<file path="config.mk">
export PLATFORM = sky130hd
export DESIGN_NAME = sar_search
export DESIGN_NICKNAME = d
export VERILOG_FILES = /design/src/rtl/sar_search.sv
export SDC_FILE = /design/constraint.sdc
export NUM_CORES = 1
export LEC_CHECK = 0
export ABC_AREA = 1
export CAP_MARGIN = 15
export CELL_PAD_IN_SITES_DETAIL_PLACEMENT = 2
export CELL_PAD_IN_SITES_GLOBAL_PLACEMENT = 2
export CORE_AREA = 2 2 81 83
export DETAILED_ROUTE_END_ITERATION = 7
export DIE_AREA = 0 0 83 85
export PLACE_DENSITY = 0.76
export SLEW_MARGIN = 20
export SYNTH_ARGS = -nofsm -noshare
export SYNTH_HDL_FRONTEND = slang
export SYNTH_SLANG_ARGS = --single-unit
</file>
<file path="constraint.sdc">
create_clock -name clk -period 3.3 [get_ports clk]
set_input_delay 0.825 -clock clk [delete_from_list [all_inputs] [get_ports clk]]
set_output_delay 0.825 -clock clk [all_outputs]
set_load 0.005 [all_outputs]
</file>
<file path="src/rtl/sar_search.sv">
// Binary-search initiator for an external magnitude comparator.
// Narrows [lo, hi] on each accepted gt/lt answer until eq, exhaustion or a bad flag set.
module sar_search #(
    parameter int WIDTH = 4,
    parameter int CW    = $clog2(WIDTH + 2)
) (
    input  logic             clk,
    input  logic             rst,
    input  logic             start,
    output logic [WIDTH-1:0] probe,
    output logic             probe_valid,
    input  logic             cmp_valid,
    input  logic             gt_in,
    input  logic             lt_in,
    input  logic             eq_in,
    output logic             busy,
    output logic             done,
    output logic             found,
    output logic             error,
    output logic [WIDTH-1:0] result,
    output logic [CW-1:0]    probes
);

    typedef enum logic [1:0] {
        S_IDLE,
        S_PROBE,
        S_DONE
    } state_t;

    localparam logic [WIDTH:0]   MAXV = {1'b0, {WIDTH{1'b1}}};
    localparam logic [WIDTH-1:0] MAXP = {WIDTH{1'b1}};
    localparam logic [WIDTH-1:0] MID0 = WIDTH'(MAXV >> 1);

    state_t           state;
    logic [WIDTH-1:0] lo;
    logic [WIDTH-1:0] hi;

    logic             accept;
    logic [2:0]       flags;
    logic [WIDTH:0]   lo_w;
    logic [WIDTH:0]   hi_w;
    logic [WIDTH:0]   inc_w;
    logic [WIDTH:0]   dec_w;

    logic             end_s;
    logic             hit;
    logic             bad;
    logic [WIDTH-1:0] nxt_lo;
    logic [WIDTH-1:0] nxt_hi;
    logic [WIDTH-1:0] nxt_probe;

    assign accept = probe_valid & cmp_valid;
    assign flags  = {gt_in, lt_in, eq_in};
    assign lo_w   = {1'b0, lo};
    assign hi_w   = {1'b0, hi};
    assign inc_w  = {1'b0, probe} + 1'b1;
    assign dec_w  = {1'b0, probe} - 1'b1;

    // Midpoints are formed one bit wider so lo+hi never wraps.
    always_comb begin
        end_s     = 1'b0;
        hit       = 1'b0;
        bad       = 1'b0;
        nxt_lo    = lo;
        nxt_hi    = hi;
        nxt_probe = probe;
        unique case (flags)
            3'b001: begin
                end_s = 1'b1;
                hit   = 1'b1;
            end
            3'b100: begin
                if (probe == MAXP) begin
                    end_s = 1'b1;
                end else begin
                    nxt_lo    = inc_w[WIDTH-1:0];
                    nxt_probe = WIDTH'((inc_w + hi_w) >> 1);
                    end_s     = (inc_w > hi_w);
                end
            end
            3'b010: begin
                if (probe == '0) begin
                    end_s = 1'b1;
                end else begin
                    nxt_hi    = dec_w[WIDTH-1:0];
                    nxt_probe = WIDTH'((lo_w + dec_w) >> 1);
                    end_s     = (lo_w > dec_w);
                end
            end
            default: begin
                end_s = 1'b1;
                bad   = 1'b1;
            end
        endcase
    end

    always_ff @(posedge clk) begin
        if (rst) begin
            state       <= S_IDLE;
            lo          <= '0;
            hi          <= '0;
            probe       <= '0;
            probe_valid <= 1'b0;
            busy        <= 1'b0;
            done        <= 1'b0;
            found       <= 1'b0;
            error       <= 1'b0;
            result      <= '0;
            probes      <= '0;
        end else begin
            unique case (state)
                S_IDLE: begin
                    if (start) begin
                        lo          <= '0;
                        hi          <= MAXP;
                        probe       <= MID0;
                        probes      <= '0;
                        found       <= 1'b0;
                        error       <= 1'b0;
                        result      <= '0;
                        probe_valid <= 1'b1;
                        busy        <= 1'b1;
                        state       <= S_PROBE;
                    end
                end
                S_PROBE: begin
                    if (accept) begin
                        probes <= probes + CW'(1);
                        if (end_s) begin
                            state       <= S_DONE;
                            done        <= 1'b1;
                            probe_valid <= 1'b0;
                            busy        <= 1'b0;
                            found       <= hit;
                            error       <= bad;
                            result      <= hit ? probe : '0;
                        end else begin
                            lo    <= nxt_lo;
                            hi    <= nxt_hi;
                            probe <= nxt_probe;
                        end
                    end
                end
                S_DONE: begin
                    done  <= 1'b0;
                    state <= S_IDLE;
                end
                default: state <= S_IDLE;
            endcase
        end
    end

endmodule
</file>
Word-level counts from Yosys, hierarchy flattened

Cells that the tools add are included.
Widths: inputs -> output; s select.

Add/subtract/negate cells: 5
Multipliers: 0
Divide/modulo/power cells: 0
$lt $le $gt $ge: 2
Eq/ne operators: 17
Shift-type cells: 0
Muxes and demuxes: 49
Bitwise gates (word level): 1
Reduce and logical (&&, ||, !) cells: 12

Operators by type and width:

| cell                | number |
|---|---|
| $mux 4              | 18 |
| $pmux 4 s2          | 5 |
| $mux 1              | 14 |
| $ne 2x2->1 const B  | 6 |
| $reduce_and 6->1    | 2 |
| $pmux 1 s2          | 5 |
| $reduce_and 3->1    | 3 |
| $reduce_and 7->1    | 1 |
| $mux 2              | 3 |
| $mux 3              | 2 |
| $ne 3x3->1 const B  | 2 |
| $pmux 3 s2          | 1 |
| $add 4x1->5 const B | 1 |
| $add 4x5->5         | 1 |
| $add 5x4->5         | 1 |
| $gt 4x5->1          | 1 |
| $gt 5x4->1          | 1 |
| $sub 4x1->5 const B | 1 |
| $eq 4x4->1 const B  | 1 |
| $logic_not 4->1     | 1 |
| $ne 2x1->1 const B  | 2 |
| $pmux 2 s2          | 1 |
| $reduce_and 4->1    | 1 |
| $reduce_bool 2->1   | 2 |
| 10 further kinds    | 10 |

Bits in registers: 25
Latch bits: 0
Memory bits (writable): 0
Bits in read-only memories: 0
Input port bits: 7
Output and inout port bits: 16
Word-level logic and storage cells: 96
Memories: 0

Depth between registers and ports, before layout

Depth after elaboration: 7
Gate-level depth with buffers: 17
Gate-level depth less buffers: 17

Least setup slack after synthesis

Ideal clock, no wire load.

Path type: register -> register
From: reg probe[0]
To: reg hi[2]
Setup time: 0.116 ns
Arrival: 2.240 ns
Required time: 3.184 ns
Path slack: 0.944 ns
Stages on the path, launching flop included: 16
Path buffers: 0
Period minus slack after synthesis: 2.356 ns
Cells stage by stage: dfxtp_1 -> inv_1 -> ha_1 -> or2_2 -> nand2_1 -> ha_1 -> nor2_1 -> nand3_1 -> nand2_1 -> inv_1 -> nand2_1 -> nand2_2 -> nand3_4 -> nand2_2 -> o21ai_0 -> nor2_1

Cells in the longest elaborated chain, start to end: 6
Elaborated cells on any way between the ends: 17
Classes of those cells: 2 x add/sub; 2 x order compare; 3 x eq/ne; 8 x mux; 2 x reduce/logical

Ends and longest elaborated chain:

| item                                                                   | line    | RTL |
|---|---|---|
| start, declared                                                        | 10      | `output logic [WIDTH-1:0] probe,` |
| start signal, assigned                                                 | 140     | `probe <= nxt_probe;` |
| $sub 4x1->5 / $add 4x1->5 (equally long branches)                      | 57, 56  |  |
| $gt 4x5->1 (tied with other cells)                                     | 87      | `end_s = (lo_w > dec_w);` |
| $mux 1 (tied with other cells)                                         | 82      | `if (probe == '0) begin` |
| $pmux 1 s2 / $mux 4 (equally long branches)                            | 67, 129 |  |
| $ne 2x2->1 (no source line) / $mux 4 (equally long branches)           | -       |  |
| $reduce_and 6->1 (no source line) / $pmux 4 s2 (equally long branches) | -       |  |
| end signal, assigned                                                   | 139     | `hi <= nxt_hi;` |
| end, declared                                                          | 36      | `logic [WIDTH-1:0] hi;` |

Parallel ways exist; a longest one is shown, timed or not. The select of a mux whose other input is x is not followed.
A chain may end at the register's enable or synchronous reset.

Final worst setup path

From: reg probe[0]
To: reg probe[3]

Cells in the longest elaborated chain, start to end: 7
Elaborated cells on any way between the ends: 21
Classes of those cells: 4 x add/sub; 2 x order compare; 4 x eq/ne; 9 x mux; 2 x reduce/logical

Ends and longest elaborated chain:

| item                                              | line   | RTL |
|---|---|---|
| $sub 4x1->5 / $add 4x1->5 (equally long branches) | 57, 56 |  |
| $add 4x5->5 / $add 5x4->5 (equally long branches) | 86, 77 |  |
| $mux 4, on equally long branches                  | 82, 73 |  |
| $pmux 4 s2                                        | 67     | `unique case (flags)` |
| $mux 4                                            | 129    | `if (end_s) begin` |
| $mux 4                                            | 127    | `if (accept) begin` |
| $pmux 4 s2                                        | 111    | `unique case (state)` |

Parallel ways exist; a longest one is shown, timed or not. The select of a mux whose other input is x is not followed.

==> results.yml <==
floorplanning:
  io_pins: 23
  die_h_um: 85
  core.rowCount: 29
  die_w_um: 83
  start_util_pct: 29.8
  core_um2: 6200
  die-area_um2: 7060
cts:
  cts_sinks: 25
  cts_buffer_depth: 2
  h-tree-depth: 1
  clockRootBuffer: "clkbuf_8"
  insertion_delay_ns: 0.27
  cts_tree: "yes"
  post_cts_buffers: 0
  cts_buffers: 3
  cts-resized-gates: 0
  cts.clk_slew.worst_paths_ns: 0.09
  cts_hold_buf: 0
worst_setup_path:
  required_ns: 3.47
  critPathKind: "reg2reg"
  worstPathArrival_ns: 2.93
  worstPathMaxFanout: 9
  startpoint_type: "register"
  r2r_setup_slack_ns: 0.54
  worstReg2RegStart: "probe[0]"
  r2r_end: "probe[3]"
  r2r_cells: 15
  cp-end-kind: "register"
job:
  max_cap_violations: 0
sta:
  whs_ns: 0.457
  worst_slack_ns: 0.538
  fin_crit_sh_pct: 83.7
  finalSetupTns_ns: 0
  setup_violations: 0
  fmax_mhz: 362
  slew_violations: 0
  fin_crit_ns: 2.76
  clock_skew_ns: 0.00377
  rsz0062_at_grt: "false"
  hold_viol_final: 0
  slew_headroom_pct: 71.2
  tightest_slew_ns: 0.430
power_and_ir_drop:
  p_total_mw: 0.898
  p_leak_nw: 1.01
  p_per_area_nw_per_um2: 411
  irDropWorstVdd_v: 0.000204
global_routing:
  grt_busiest_layer: "met2"
  antenna_found_initial: 0
  use_met1_pct: 22.6
  use_met3_pct: 1.85
  grt_overflow: 0
  grt_usage_pct: 17.4
  first_global_vias: 2027
  met2_usage_pct: 30.0
  grt_max_degree: 16
  grt_pass1_wl_um: 9880
drt:
  first_pass_iters: 4
  drt_iter0_drc: 30
  wire_per_inst_um: 15.7
  wl_um: 5820
  via_per_inst: 4.97
  ant_nets: 0
  drc: 0
  via_count: 1838
yosys:
  ys_ff_latch: 25
  synth.top_cell.area_share_pct: 27.1
  synth_area_leader_cell: "dfxtp_1"
  ys.flop_type: "dfxtp_1"
  netlist_instances: 270
  synth_cell_types: 28
  synth-adder-area-share_pct: 15.0
  yosys_warnings: 0
  synth_nets: 298
  synth_mux_area_share_pct: 0
  synth_compound_area_share_pct: 12.7
  synthArstFlopShare_pct: 0
  synth.area.top_cells: "dfxtp_1, ha_1, nand2_1"
  seq_area_frac_synth_pct: 27.1
  synth_top_family_by_area: "simple AND/OR/NAND/NOR gates"
  synth-xor-area-share_pct: 0.949
  yosys.area_share.simple_pct: 33.7
  syn_area_um2: 1850
  synth_edf_count: 0
  syn_area_per_cell_um2: 6.84
finish:
  final_cells: 370
  post_route_cells_drive_above_1_share_pct: 11.3
  antenna_cells: 0
  postLayoutCoreUtil_pct: 35.2
  nets: 322
  final_area_um2: 2190
  area_growth_pct: 18.4
hold_path:
  min_path_cells: 2
  min_to: "done"
  min_path_type: "reg2reg"
  hp-start: "done"
placed_design:
  gp_congestion: 0.757
  dp_slack_ns: 0.549
  port_buffers: 22
  dp_hpwl_um: 4830
  place_inst: 366
  dpl_cell_area_um2: 2140
outcome:
  status: "completed"
synth_stat cells, types with 2 or more instances:
library cell   n
nor3_1         5
inv_2          8
a21oi_1       25
nor2_1        33
fa_1           2
nor2_4         3
dfxtp_1       25
nand2_4        3
nand4_1        3
nand2_2        6
clkbuf_1       2
a21oi_2        4
xor2_1         2
ha_1          19
o21ai_0       12
nand2_1       52
nand3_1       21
inv_1         34
buf_6          2
worst max-delay path, stage by stage, from the launching register on:
cell     delay [ns]
dfxtp_1        0.47
inv_1          0.23
ha_1           0.29
or2_2          0.29
nand2_1        0.08
ha_1           0.26
nor2_1         0.16
nand3_1        0.09
nand2_1        0.06
inv_1          0.04
nand2_1        0.08
nand2_2        0.09
nand3_4        0.14
nand2_2        0.11
o21ai_0        0.20
nor2_1         0.06
area by class of cell:
class | count | area [um2]
clock inverter | 1 | 5.00
timing repair buffer | 24 | 235
tap | 77 | 96.3
inverter | 42 | 158
multi-input combinational | 198 | 1150
fill | 766 | 4020
sequential | 25 | 500
clock buffer | 3 | 41.3
layer usage:
metal / wire length, um / vias up / share of wire, %
li1: - / 905 / -
met1: 2770 / 893 / 48
met2: 2770 / 30 / 48
met3: 151 / 10 / 2.6
met4: 128 / 0 / 2.2
met5: 0 / - / 0
sequential cells by signal, indices dropped and copies added, names as in the netlist, 2 cells and up:
signal and flops:
result 4, probe 4, lo 4, hi 4
state 2, probes 3
where the power goes:
| group | internal, mW | leakage, nW | switching, mW |
|---|---|---|---|
| clock network | 0.0846 | 0.0255 | 0.103 |
| logic | 0.127 | 0.785 | 0.236 |
| registers | 0.320 | 0.204 | 0.0271 |
| total | 0.532 | 1.01 | 0.366 |
kinds of logic (layout without fill, tap and decap cells):
group,after synthesis,after routing
buf+inv,47,70
compound gates,43,43
xor+xnor,2,2
simple gates,132,132
fa+ha+maj,21,21
flops,25,25
worst max path at each step:
stage	start	to	slack, ns	depth (start not counted)
after floorplan	probe[0]	hi[2]	0.94	15
after global placement	probe[0]	probe[3]	0.68	11
after global routing	probe[0]	lo[0]	0.29	14
after detailed placement	probe[0]	probe[3]	0.55	15
after CTS	probe[0]	probe[3]	0.52	15
final	probe[0]	probe[3]	0.54	15
layout by cell type (no fill, tap or decap), types with 2 or more instances in the layout:
| cell | n |
|---|---|
| xor2_1 | 2 |
| nand3_1 | 21 |
| nor2_4 | 3 |
| nand2_4 | 3 |
| dfxtp_1 | 25 |
| buf_4 | 2 |
| inv_1 | 34 |
| nor2_1 | 33 |
| inv_2 | 8 |
| nand2_2 | 6 |
| a21oi_1 | 25 |
| clkdlybuf4s50_1 | 22 |
| o21ai_0 | 12 |
| nor3_1 | 5 |
| nand4_1 | 3 |
| fa_1 | 2 |
| clkbuf_8 | 3 |
| a21oi_2 | 4 |
| nand2_1 | 52 |
| ha_1 | 19 |
No activity file was read; power rests on OpenSTA's default activity.
